===== config.mk =====
export PLATFORM = sky130hd
export DESIGN_NAME = clk_rst_gen
export DESIGN_NICKNAME = d
export VERILOG_FILES = /design/src/rtl/clk_rst_pkg.sv /design/src/rtl/clk_div_ch.sv /design/src/rtl/clk_rst_gen.sv
export SDC_FILE = /design/constraint.sdc
export NUM_CORES = 1
export LEC_CHECK = 0
export ABC_AREA = 1
export CAP_MARGIN = 20
export CORE_ASPECT_RATIO = 1.1
export CORE_MARGIN = 2
export CORE_UTILIZATION = 50
export DETAILED_ROUTE_END_ITERATION = 10
export PLACE_DENSITY_LB_ADDON = 0.3
export SLEW_MARGIN = 20
export SYNTH_ARGS = -nofsm -noshare
export SYNTH_HDL_FRONTEND = slang
export SYNTH_HIERARCHICAL = 1
export SYNTH_SLANG_ARGS = --single-unit

===== constraint.sdc =====
create_clock -name clk -period 4.3 [get_ports clk]
set_input_delay 0.86 -clock clk [delete_from_list [all_inputs] [get_ports clk]]
set_output_delay 0.86 -clock clk [all_outputs]
set_load 0.01 [all_outputs]

===== src/rtl/clk_rst_pkg.sv =====
// Shared types and defaults for the clock-enable / reset generator.
package clk_rst_pkg;

    localparam int DIVW_DEF = 16;

    typedef logic [DIVW_DEF-1:0] div_t;

    // Per-channel architectural state at the default divisor width.
    typedef struct packed {
        div_t cnt;
        div_t active;
        div_t pending;
        logic pend;
    } ch_state_t;

endpackage


===== src/rtl/clk_div_ch.sv =====
// One divider channel: down-counter, shadow divisor register, tick and
// square-wave outputs. Divisor updates are applied only at a period boundary.
module clk_div_ch
    import clk_rst_pkg::*;
#(
    parameter int DIVW    = DIVW_DEF,
    parameter int DIV_RST = 0
) (
    input  logic            clk,
    input  logic            rst_n,
    input  logic [DIVW-1:0] i_div,
    input  logic            i_load,
    input  logic            i_en,
    output logic            o_tick,
    output logic            o_clk,
    output logic            o_pend
);

    typedef struct packed {
        logic [DIVW-1:0] cnt;
        logic [DIVW-1:0] active;
        logic [DIVW-1:0] pending;
        logic            pend;
    } st_t;

    localparam logic [DIVW-1:0] DIV_INIT = DIVW'(DIV_RST);
    localparam logic [DIVW-1:0] ONE      = DIVW'(1);

    st_t  r_st;
    logic r_tick;
    logic r_clk;

    // Count down; at zero emit a tick, toggle clk and reload from the
    // pending divisor if one is waiting, otherwise from the active one.
    always_ff @(posedge clk or negedge rst_n) begin
        if (!rst_n) begin
            r_st   <= '{cnt: '0, active: DIV_INIT, pending: '0, pend: 1'b0};
            r_tick <= 1'b0;
            r_clk  <= 1'b0;
        end else if (i_load && !i_en) begin
            // Stopped channel: take the new divisor immediately.
            r_st.active <= i_div;
            r_st.cnt    <= '0;
            r_st.pend   <= 1'b0;
            r_tick      <= 1'b0;
        end else if (i_en) begin
            if (r_st.cnt == '0) begin
                r_tick <= 1'b1;
                r_clk  <= ~r_clk;
                if (r_st.pend) begin
                    r_st.cnt    <= r_st.pending;
                    r_st.active <= r_st.pending;
                    r_st.pend   <= 1'b0;
                end else begin
                    r_st.cnt <= r_st.active;
                end
            end else begin
                r_st.cnt <= r_st.cnt - ONE;
                r_tick   <= 1'b0;
            end
            // A load on a boundary edge lands in pending for the next one;
            // a later load in the same period overwrites an earlier one.
            if (i_load) begin
                r_st.pending <= i_div;
                r_st.pend    <= 1'b1;
            end
        end else begin
            r_tick <= 1'b0;
        end
    end

    assign o_tick = r_tick;
    assign o_clk  = r_clk;
    assign o_pend = r_st.pend;

endmodule


===== src/rtl/clk_rst_gen.sv =====
// Top: sequenced system reset (async assert, synchronised + stretched
// deassert) and NCH independently programmable divider channels.
module clk_rst_gen
    import clk_rst_pkg::*;
#(
    parameter int NCH      = 2,
    parameter int DIVW     = DIVW_DEF,
    parameter int DIV_RST  = 0,
    parameter int RST_HOLD = 16
) (
    input  logic                      clk,
    input  logic                      resetn,
    input  logic [NCH-1:0][DIVW-1:0]  div_i,
    input  logic [NCH-1:0]            div_load_i,
    input  logic [NCH-1:0]            en_i,
    output logic [NCH-1:0]            tick_o,
    output logic [NCH-1:0]            clk_o,
    output logic [NCH-1:0]            pend_o,
    output logic                      sys_resetn_o
);

    localparam int              HW       = $clog2(RST_HOLD + 1);
    localparam logic [HW-1:0]   HOLD_MAX = HW'(RST_HOLD);

    logic [1:0]    r_sync;
    logic [HW-1:0] r_hold;
    logic          r_sys;
    logic          w_sys_rstn;

    // Synchronise board reset release, then hold for RST_HOLD cycles before
    // releasing the system reset; board reset assertion clears everything.
    always_ff @(posedge clk or negedge resetn) begin
        if (!resetn) begin
            r_sync <= 2'b00;
            r_hold <= '0;
            r_sys  <= 1'b0;
        end else begin
            r_sync <= {r_sync[0], 1'b1};
            if (r_sync[1] && (r_hold != HOLD_MAX))
                r_hold <= r_hold + HW'(1);
            r_sys <= (r_hold == HOLD_MAX);
        end
    end

    assign w_sys_rstn   = r_sys;
    assign sys_resetn_o = r_sys;

    for (genvar c = 0; c < NCH; c++) begin : g_ch
        clk_div_ch #(
            .DIVW    (DIVW),
            .DIV_RST (DIV_RST)
        ) u_ch (
            .clk    (clk),
            .rst_n  (w_sys_rstn),
            .i_div  (div_i[c]),
            .i_load (div_load_i[c]),
            .i_en   (en_i[c]),
            .o_tick (tick_o[c]),
            .o_clk  (clk_o[c]),
            .o_pend (pend_o[c])
        );
    end

endmodule


==> results of run 1 <==
## per-stage QoR
stage	hold WS, ns	worst slack [ns]	area (um2)	utilization [%]	total power, mW
6_report	0.358	1.61	7090	56.8	4.19
5_1_grt	0.369	1.43	7090	56.8	4.56
4_1_cts	0.362	1.62	7090	56.8	4.21
3_3_place_gp	0.334	1.28	6800	54.5	3.35
2_1_floorplan	0.331	0.887	6310	-	2.97
3_5_place_dp	0.345	1.24	6800	54.5	3.38
## layout make-up
type,count,share of cell area (%)
Sequential cell,110,38.9
Multi-Input combinational cell,642,43.0
Inverter,82,4.34
Tap cell,157,2.77
Clock buffer,11,3.43
Clock inverter,5,0.600
Timing Repair Buffer,51,6.96
## routing by layer
layer	vias to the layer above	wire (um)	track usage (%)
met4	0	190	6.10
met5	-	0	0
li1	2806	-	-
met2	125	6460	34.7
met1	2564	7160	32.6
met3	16	678	3.88
## cells in the mapped netlist, drive strengths merged
master    n
nand2   302
dfrtp   110
nor2    109
o21ai   108
nand3    84
inv      81
buf      23
clkbuf   10
ha        6
nand4     6
o22ai     6
or2       6
xnor2     4
a21oi     2
nor3      2
o211ai    2
o21a      2
xor2      2
clkinv    1
conb      1
## cells by family after synthesis
group	synth area share [%]
fa+ha+maj	1.19
other cells	0.0595
simple gates	36.0
buf+inv	8.03
compound gates	10.3
flops	43.6
xor+xnor	0.833
## critical path: cells and delay by family
family	cells	cell delay, ns
buffers and inverters	3	1.33
AND/OR/NAND/NOR	3	0.65
AO/OA/AOI/OAI	1	0.08
## power by group through the flow
stage	sequential [mW]	combinational [mW]	clock (mW)
final	1.57	1.81	0.811
after global routing	1.61	2.07	0.874
after CTS	1.57	1.81	0.833
after floorplan	1.56	1.41	0
after detailed placement	1.58	1.80	0
after global placement	1.58	1.77	0
## layout by cell type, fill, tap and decap left out, drive strengths merged, types with 3 or more instances in the layout
master	count
nand2	302
dfrtp	110
nor2	109
o21ai	108
nand3	84
inv	83
clkdlybuf4s50	44
clkbuf	11
buf	7
ha	6
nand4	6
or2	6
o22ai	6
xnor2	4
clkinv	3
## flip-flops by register name (all words and copies together) (netlist names)
register,flops
g_ch.u_ch/o_tick,2
g_ch.u_ch/o_clk,2
g_ch.u_ch/o_pend,2
sys_resetn_o,1
r_hold,5
g_ch.u_ch/r_st,96
r_sync,2
## final timing paths
check / startpoint / end / slack, ns / depth (start not counted)
setup / recovery: en_i[1] / g_ch[1].u_ch/r_st[29] / 1.61 / 7
hold / removal: r_sync[0] / r_sync[1] / 0.36 / 0
setup reg to reg: g_ch[0].u_ch/o_pend / g_ch[0].u_ch/r_st[34] / 2.20 / 5
hold reg to reg: r_sync[0] / r_sync[1] / 0.36 / 0
max in group asynchronous: sys_resetn_o / g_ch[1].u_ch/r_st[35] / 2.69 / 2
min in group asynchronous: sys_resetn_o / g_ch[1].u_ch/o_tick / 0.53 / 1
==> impl_metrics.sql, run 1 <==
INSERT INTO impl_metrics (metric_group, metric, value, unit) VALUES
('global_route', 'global_route_wire_length_before_repair', '24.4', 'mm'),
('outcome', 'outcome', 'finished, final reports clean', ''),
('pwr', 'netSwitchingFraction', '44.0', '%'),
('cts', 'clk-insertion-delay-late', '0.36', 'ns'),
('cts', 'cts_post_setup_buffers_inserted', '0', ''),
('synthesis', 'netlist-cell-type-count', '32', ''),
('final_layout', 'num-nets-final', '940', ''),
('min_path', 'hold_class', 'reg -> reg', ''),
('routing', 'routedWlPerCell', '13.7', 'um'),
('pwr', 'peakVddDrop', '0.344', 'mV'),
('final_layout', 'share_of_final_layout_standard_cells_stronger_than_drive_strength_1', '9.54', '%'),
('final_layout', 'syn_to_final_growth', '12.4', '%'),
('routing', 'post-route-drc-count', '0', ''),
('timing', 'max_frequency', '372', 'MHz'),
('floorplan', 'io-pin-count', '45', ''),
('final_layout', 'final-seq-area', '2760', 'um2'),
('placed_design', 'portBuffers', '44', ''),
('cts', 'cts_buffers', '9', ''),
('global_route', 'grt_start_max_net_pins', '55', ''),
('pwr', 'seq_power_share', '37.5', '%'),
('critical_path', 'end_kind', 'register', ''),
('timing', 'finalCritPeriodShare', '62.5', '%'),
('final_layout', 'multi_input_area', '3050', 'um2'),
('global_route', 'overflow', '0', ''),
('floorplan', 'placeableCoreArea', '12500', 'um2'),
('critical_path', 'critPathLaunchType', 'input pin', ''),
('cts', 'cts_root_buf', 'clkbuf_16', ''),
('pwr', 'power.static_leakage', '3.62', 'nW'),
('timing', 'timing_worst_slew_pin_value', '0.911', 'ns'),
('routing', 'drt_first_iter_violations', '428', ''),
('global_route', 'antenna_violations_before_repair', '0', ''),
('floorplan', 'die_area', '13500', 'um2'),
('routing', 'via_per_inst', '5.21', ''),
('routing', 'via_count', '5511', ''),
('placed_design', 'dp_hpwl', '10.0', 'mm'),
('cts', 'postCtsHoldBufs', '0', ''),
('timing', 'max_slew_margin', '39.1', '%'),
('timing', 'slew_viol_final', '0', ''),
('synthesis', 'synth_top_area_cell', 'dfrtp_1', ''),
('pwr', 'cellPowerDensity', '592', 'nW/um2'),
('synthesis', 'yosysSeqAreaShare', '43.6', '%'),
('synthesis', 'post-synth-top-area-fraction', '43.6', '%'),
('cts', 'cts-resized-gates', '0', ''),
('timing', 'final.setup_skew', '0.00925', 'ns'),
('timing', 'setup-tns-final', '0', 'ns'),
('critical_path', 'crit_fanout', '17', ''),
('pwr', 'netSwitchingPower', '1.85', 'mW'),
('timing', 'hold_viol_final', '0', ''),
('placed_design', 'dpl.cell_count', '1042', ''),
('critical_path', 'timing.critical_path.mode_cell', 'nand2_1', ''),
('global_route', 'gr-usage-all-layers', '22.3', '%'),
('floorplan', 'rows', '43', ''),
('critical_path', 'crit_path_kind', 'in -> reg', ''),
('routing', 'drt-pass1-iter-count', '5', ''),
('synthesis', 'postSynthNetCount', '911', ''),
('critical_path', 'arrival', '2.93', 'ns'),
('cts', 'htreeDepth', '3', ''),
('synthesis', 'synth.cell_area', '6310', 'um2'),
('synthesis', 'synth.yosys.warnings', '6', ''),
('cts', 'clk_path_buf_depth', '2', ''),
('final_layout', 'fillers', '1202', ''),
('floorplan', 'floorplan_die_height', '122', 'um'),
('synthesis', 'yosys_register_bits', '110', ''),
('cts', 'tritoncts_clock_tree', 'built', ''),
('timing', 'setup-violations-final', '0', ''),
('routing', 'detail-route-antenna-nets', '0', ''),
('synthesis', 'post_synth_inst_count', '867', ''),
('critical_path', 'crit_path_cell_trace', 'clkdlybuf4s50_1 > inv_2 > nand2_1 > buf_4 > o21ai_0 > nand2_1 > nand2_1', ''),
('cts', 'clock_slew_at_the_register_clock_pins_of_the_worst_setup_and_hold_paths', '0.07', 'ns'),
('pwr', 'power.share.clock', '19.3', '%'),
('critical_path', 'worst_ep_required_time', '4.55', 'ns');
Power figures use the tool's default switching activity.
==> inputs of run 2 (changes only) <==
==> constraint.sdc (replaced) <==
create_clock -name clk -period 2.7 [get_ports clk]
set_input_delay 0.54 -clock clk [delete_from_list [all_inputs] [get_ports clk]]
set_output_delay 0.54 -clock clk [all_outputs]
set_load 0.01 [all_outputs]
==> run 2 against run 1 <==
Die area unchanged. Cell count increased by 0.47%. Hold slack improved by 0.0020 ns. Global-route usage increased by 0.75 points. Core utilization increased by 0.31 points. Register-to-register slack got worse by 1.4 ns. Via count increased by 1.5%. Sequential power increased by 59%. Critical endpoint is now pend_o[0].
==> impl_metrics.sql, run 2 (synthesis gave the netlist of run 1 again) <==
INSERT INTO impl_metrics (metric_group, metric, value, unit) VALUES
('cts', 'tritoncts_clock_tree', 'built', ''),
('cts', 'clkSinkCount', '110', ''),
('global_route', 'gr-usage-all-layers', '23.1', '%'),
('routing', 'totalWireLength', '14.7', 'mm'),
('routing', 'wirelength_met1', '7.23', 'mm'),
('final_layout', 'num-nets-final', '946', ''),
('critical_path', 'rr_startpoint', 'g_ch[0].u_ch/r_st[33]', ''),
('timing', 'max_frequency', '490', 'MHz'),
('critical_path', 'critPathLaunchType', 'register', ''),
('floorplan', 'rows', '43', ''),
('critical_path', 'cp_num_cells', '1', ''),
('final_layout', 'largestRegisters', 'g_ch.u_ch/r_st (96), r_hold (5)', ''),
('cts', 'cts_root_buf', 'clkbuf_16', ''),
('critical_path', 'worst_ep_required_time', '2.16', 'ns'),
('min_path', 'hold_class', 'reg -> reg', ''),
('final_layout', 'layout_commonest_cell', 'nand2_1', ''),
('floorplan', 'placeableCoreArea', '12500', 'um2'),
('timing', 'finalCritPeriodShare', '75.6', '%'),
('critical_path', 'end_kind', 'primary output', ''),
('routing', 'met2_wire_length', '6.51', 'mm'),
('floorplan', 'floorplan_die_height', '122', 'um'),
('min_path', 'worst_hold_startpoint', 'r_sync[0]', ''),
('cts', 'cts_buffers', '9', ''),
('critical_path', 'rrSetupSlack', '0.77', 'ns'),
('routing', 'routedWlPerCell', '13.8', 'um'),
('pwr', 'cellPowerDensity', '934', 'nW/um2'),
('critical_path', 'critPathMaxStageDelay', '0.60', 'ns'),
('final_layout', 'finish.instance_area', '7130', 'um2'),
('timing', 'setup-tns-final', '0', 'ns'),
('critical_path', 'crit-reg2reg-capture', 'g_ch[0].u_ch/r_st[23]', ''),
('critical_path', 'arrival', '1.50', 'ns'),
('floorplan', 'io-pin-count', '45', ''),
('timing', 'grt_setup_unrepaired', 'false', ''),
('critical_path', 'cp_top_family', 'buffers and inverters', ''),
('global_route', 'global_route_wire_length_before_repair', '25.2', 'mm'),
('routing', 'drt-pass1-iter-count', '5', ''),
('cts', 'clock_slew_at_the_register_clock_pins_of_the_worst_setup_and_hold_paths', '0.07', 'ns'),
('cts', 'cts_post_setup_buffers_inserted', '0', ''),
('global_route', 'overflow', '0', ''),
('final_layout', 'largest_register', 'g_ch.u_ch/r_st', ''),
('critical_path', 'critical_path.slowest_cell', 'clkdlybuf4s50_1', ''),
('routing', 'routed-wl-met3', '719', 'um'),
('pwr', 'power.static_leakage', '3.65', 'nW'),
('floorplan', 'die_area', '13500', 'um2'),
('timing', 'max_slew_margin', '54.5', '%'),
('min_path', 'hold-path-cell-count', '0', ''),
('cts', 'clk-insertion-delay-late', '0.36', 'ns'),
('routing', 'drt_first_iter_violations', '454', ''),
('placed_design', 'place_area', '6850', 'um2'),
('critical_path', 'crit_path_cell_trace', 'clkdlybuf4s50_1', ''),
('final_layout', 'insertedDiodeCount', '0', ''),
('floorplan', 'die_width', '111', 'um'),
('global_route', 'grt_start_max_net_pins', '54', ''),
('routing', 'top_layer', 'met4', ''),
('timing', 'final.min_clock_period', '2.04', 'ns'),
('final_layout', 'share_of_final_layout_standard_cells_stronger_than_drive_strength_1', '10.3', '%'),
('routing', 'via_per_inst', '5.26', ''),
('outcome', 'outcome', 'finished, final reports clean', ''),
('final_layout', 'layout.cells.most_common_list', 'nand2_1, dfrtp_1, o21ai_0', ''),
('global_route', 'grt_pass1_vias', '5152', ''),
('routing', 'via_count', '5595', ''),
('job', 'maxCapViolations', '0', ''),
('cts', 'clk_path_buf_depth', '2', ''),
('critical_path', 'critPathBufInv', '1', ''),
('cts', 'htreeDepth', '3', ''),
('routing', 'post-route-drc-count', '0', ''),
('placed_design', 'place_congestion', '0.857', ''),
('timing', 'final.setup_skew', '0.0117', 'ns'),
('final_layout', 'flip_flop_count_of_the_largest_register_all_copies_and_words_added', '96', ''),
('placed_design', 'dp_hpwl', '10.2', 'mm'),
('routing', 'detail-route-antenna-nets', '0', ''),
('cts', 'postCtsHoldBufs', '0', ''),
('critical_path', 'crit_path_kind', 'reg -> out', ''),
('global_route', 'antenna_violations_before_repair', '0', ''),
('timing', 'timing_worst_slew_pin_value', '0.682', 'ns'),
('final_layout', 'syn_to_final_growth', '13.0', '%'),
('floorplan', 'effective_utilization_at_floorplan', '50.5', '%'),
('critical_path', 'worst_r2r_path_depth', '8', ''),
('min_path', 'holdPathEnd', 'r_sync[1]', ''),
('timing', 'hold_viol_final', '0', ''),
('timing', 'setup-violations-final', '0', ''),
('cts', 'cts-resized-gates', '0', ''),
('critical_path', 'crit_fanout', '10', ''),
('timing', 'slew_viol_final', '0', ''),
('pwr', 'peakVddDrop', '0.478', 'mV'),
('placed_design', 'portBuffers', '44', '');
## run 2: cell type report
class                           count  area, um2
Tap cell                          157        196
Timing Repair Buffer               57        538
Inverter                           82        308
Clock buffer                       11        243
Clock inverter                      4       31.3
Fill cell                        1222       5360
Multi-Input combinational cell    642       3050
Sequential cell                   110       2760
## run 2: worst max-delay path by stage
| stage | start | to | slack, ns |
|---|---|---|---|
| 6_report | g_ch[0].u_ch/o_pend | pend_o[0] | 0.66 |
| 5_1_grt | g_ch[1].u_ch/r_st[33] | g_ch[1].u_ch/r_st[46] | 0.55 |
| 4_1_cts | g_ch[0].u_ch/o_pend | pend_o[0] | 0.64 |
| 3_5_place_dp | en_i[1] | g_ch[1].u_ch/r_st[28] | 0.39 |
| 3_3_place_gp | en_i[1] | g_ch[1].u_ch/r_st[24] | 0.43 |
| 2_1_floorplan | sys_resetn_o | sys_resetn_o | 0.62 |
## run 2: worst reg2reg max path, cell delays in order, from the launching register on
cell     delay (ns)
dfrtp_1        0.41
inv_1          0.16
ha_1           0.22
nand2_1        0.11
nor2_4         0.17
nand3_4        0.19
nand2_2        0.40
nand2_1        0.13
o21ai_2        0.08
## run 2: metrics by stage
| stage | instances | setup WS, ns | util, % | hold slack [ns] | power, mW |
|---|---|---|---|---|---|
| after detailed placement | 1048 | 0.395 | 54.9 | 0.348 | 5.39 |
| after global routing | 1063 | 0.550 | 57.1 | 0.374 | 7.24 |
| after global placement | 1048 | 0.430 | 54.9 | 0.332 | 5.34 |
| after floorplan | 867 | 0.619 | - | 0.244 | 4.73 |
| final | 1063 | 0.659 | 57.1 | 0.360 | 6.65 |
| after CTS | 1063 | 0.638 | 57.0 | 0.361 | 6.70 |
## run 2: report_power, final
part           switching, mW  internal [mW]
logic                   1.88           1.02
registers              0.421           2.06
clock network          0.611          0.652
## run 2: routing by layer
| metal | track usage, % | up-vias |
|---|---|---|
| li1 | - | 2824 |
| met1 | 34.4 | 2601 |
| met2 | 34.7 | 147 |
| met3 | 3.03 | 23 |
| met4 | 8.41 | 0 |
| met5 | 0 | - |
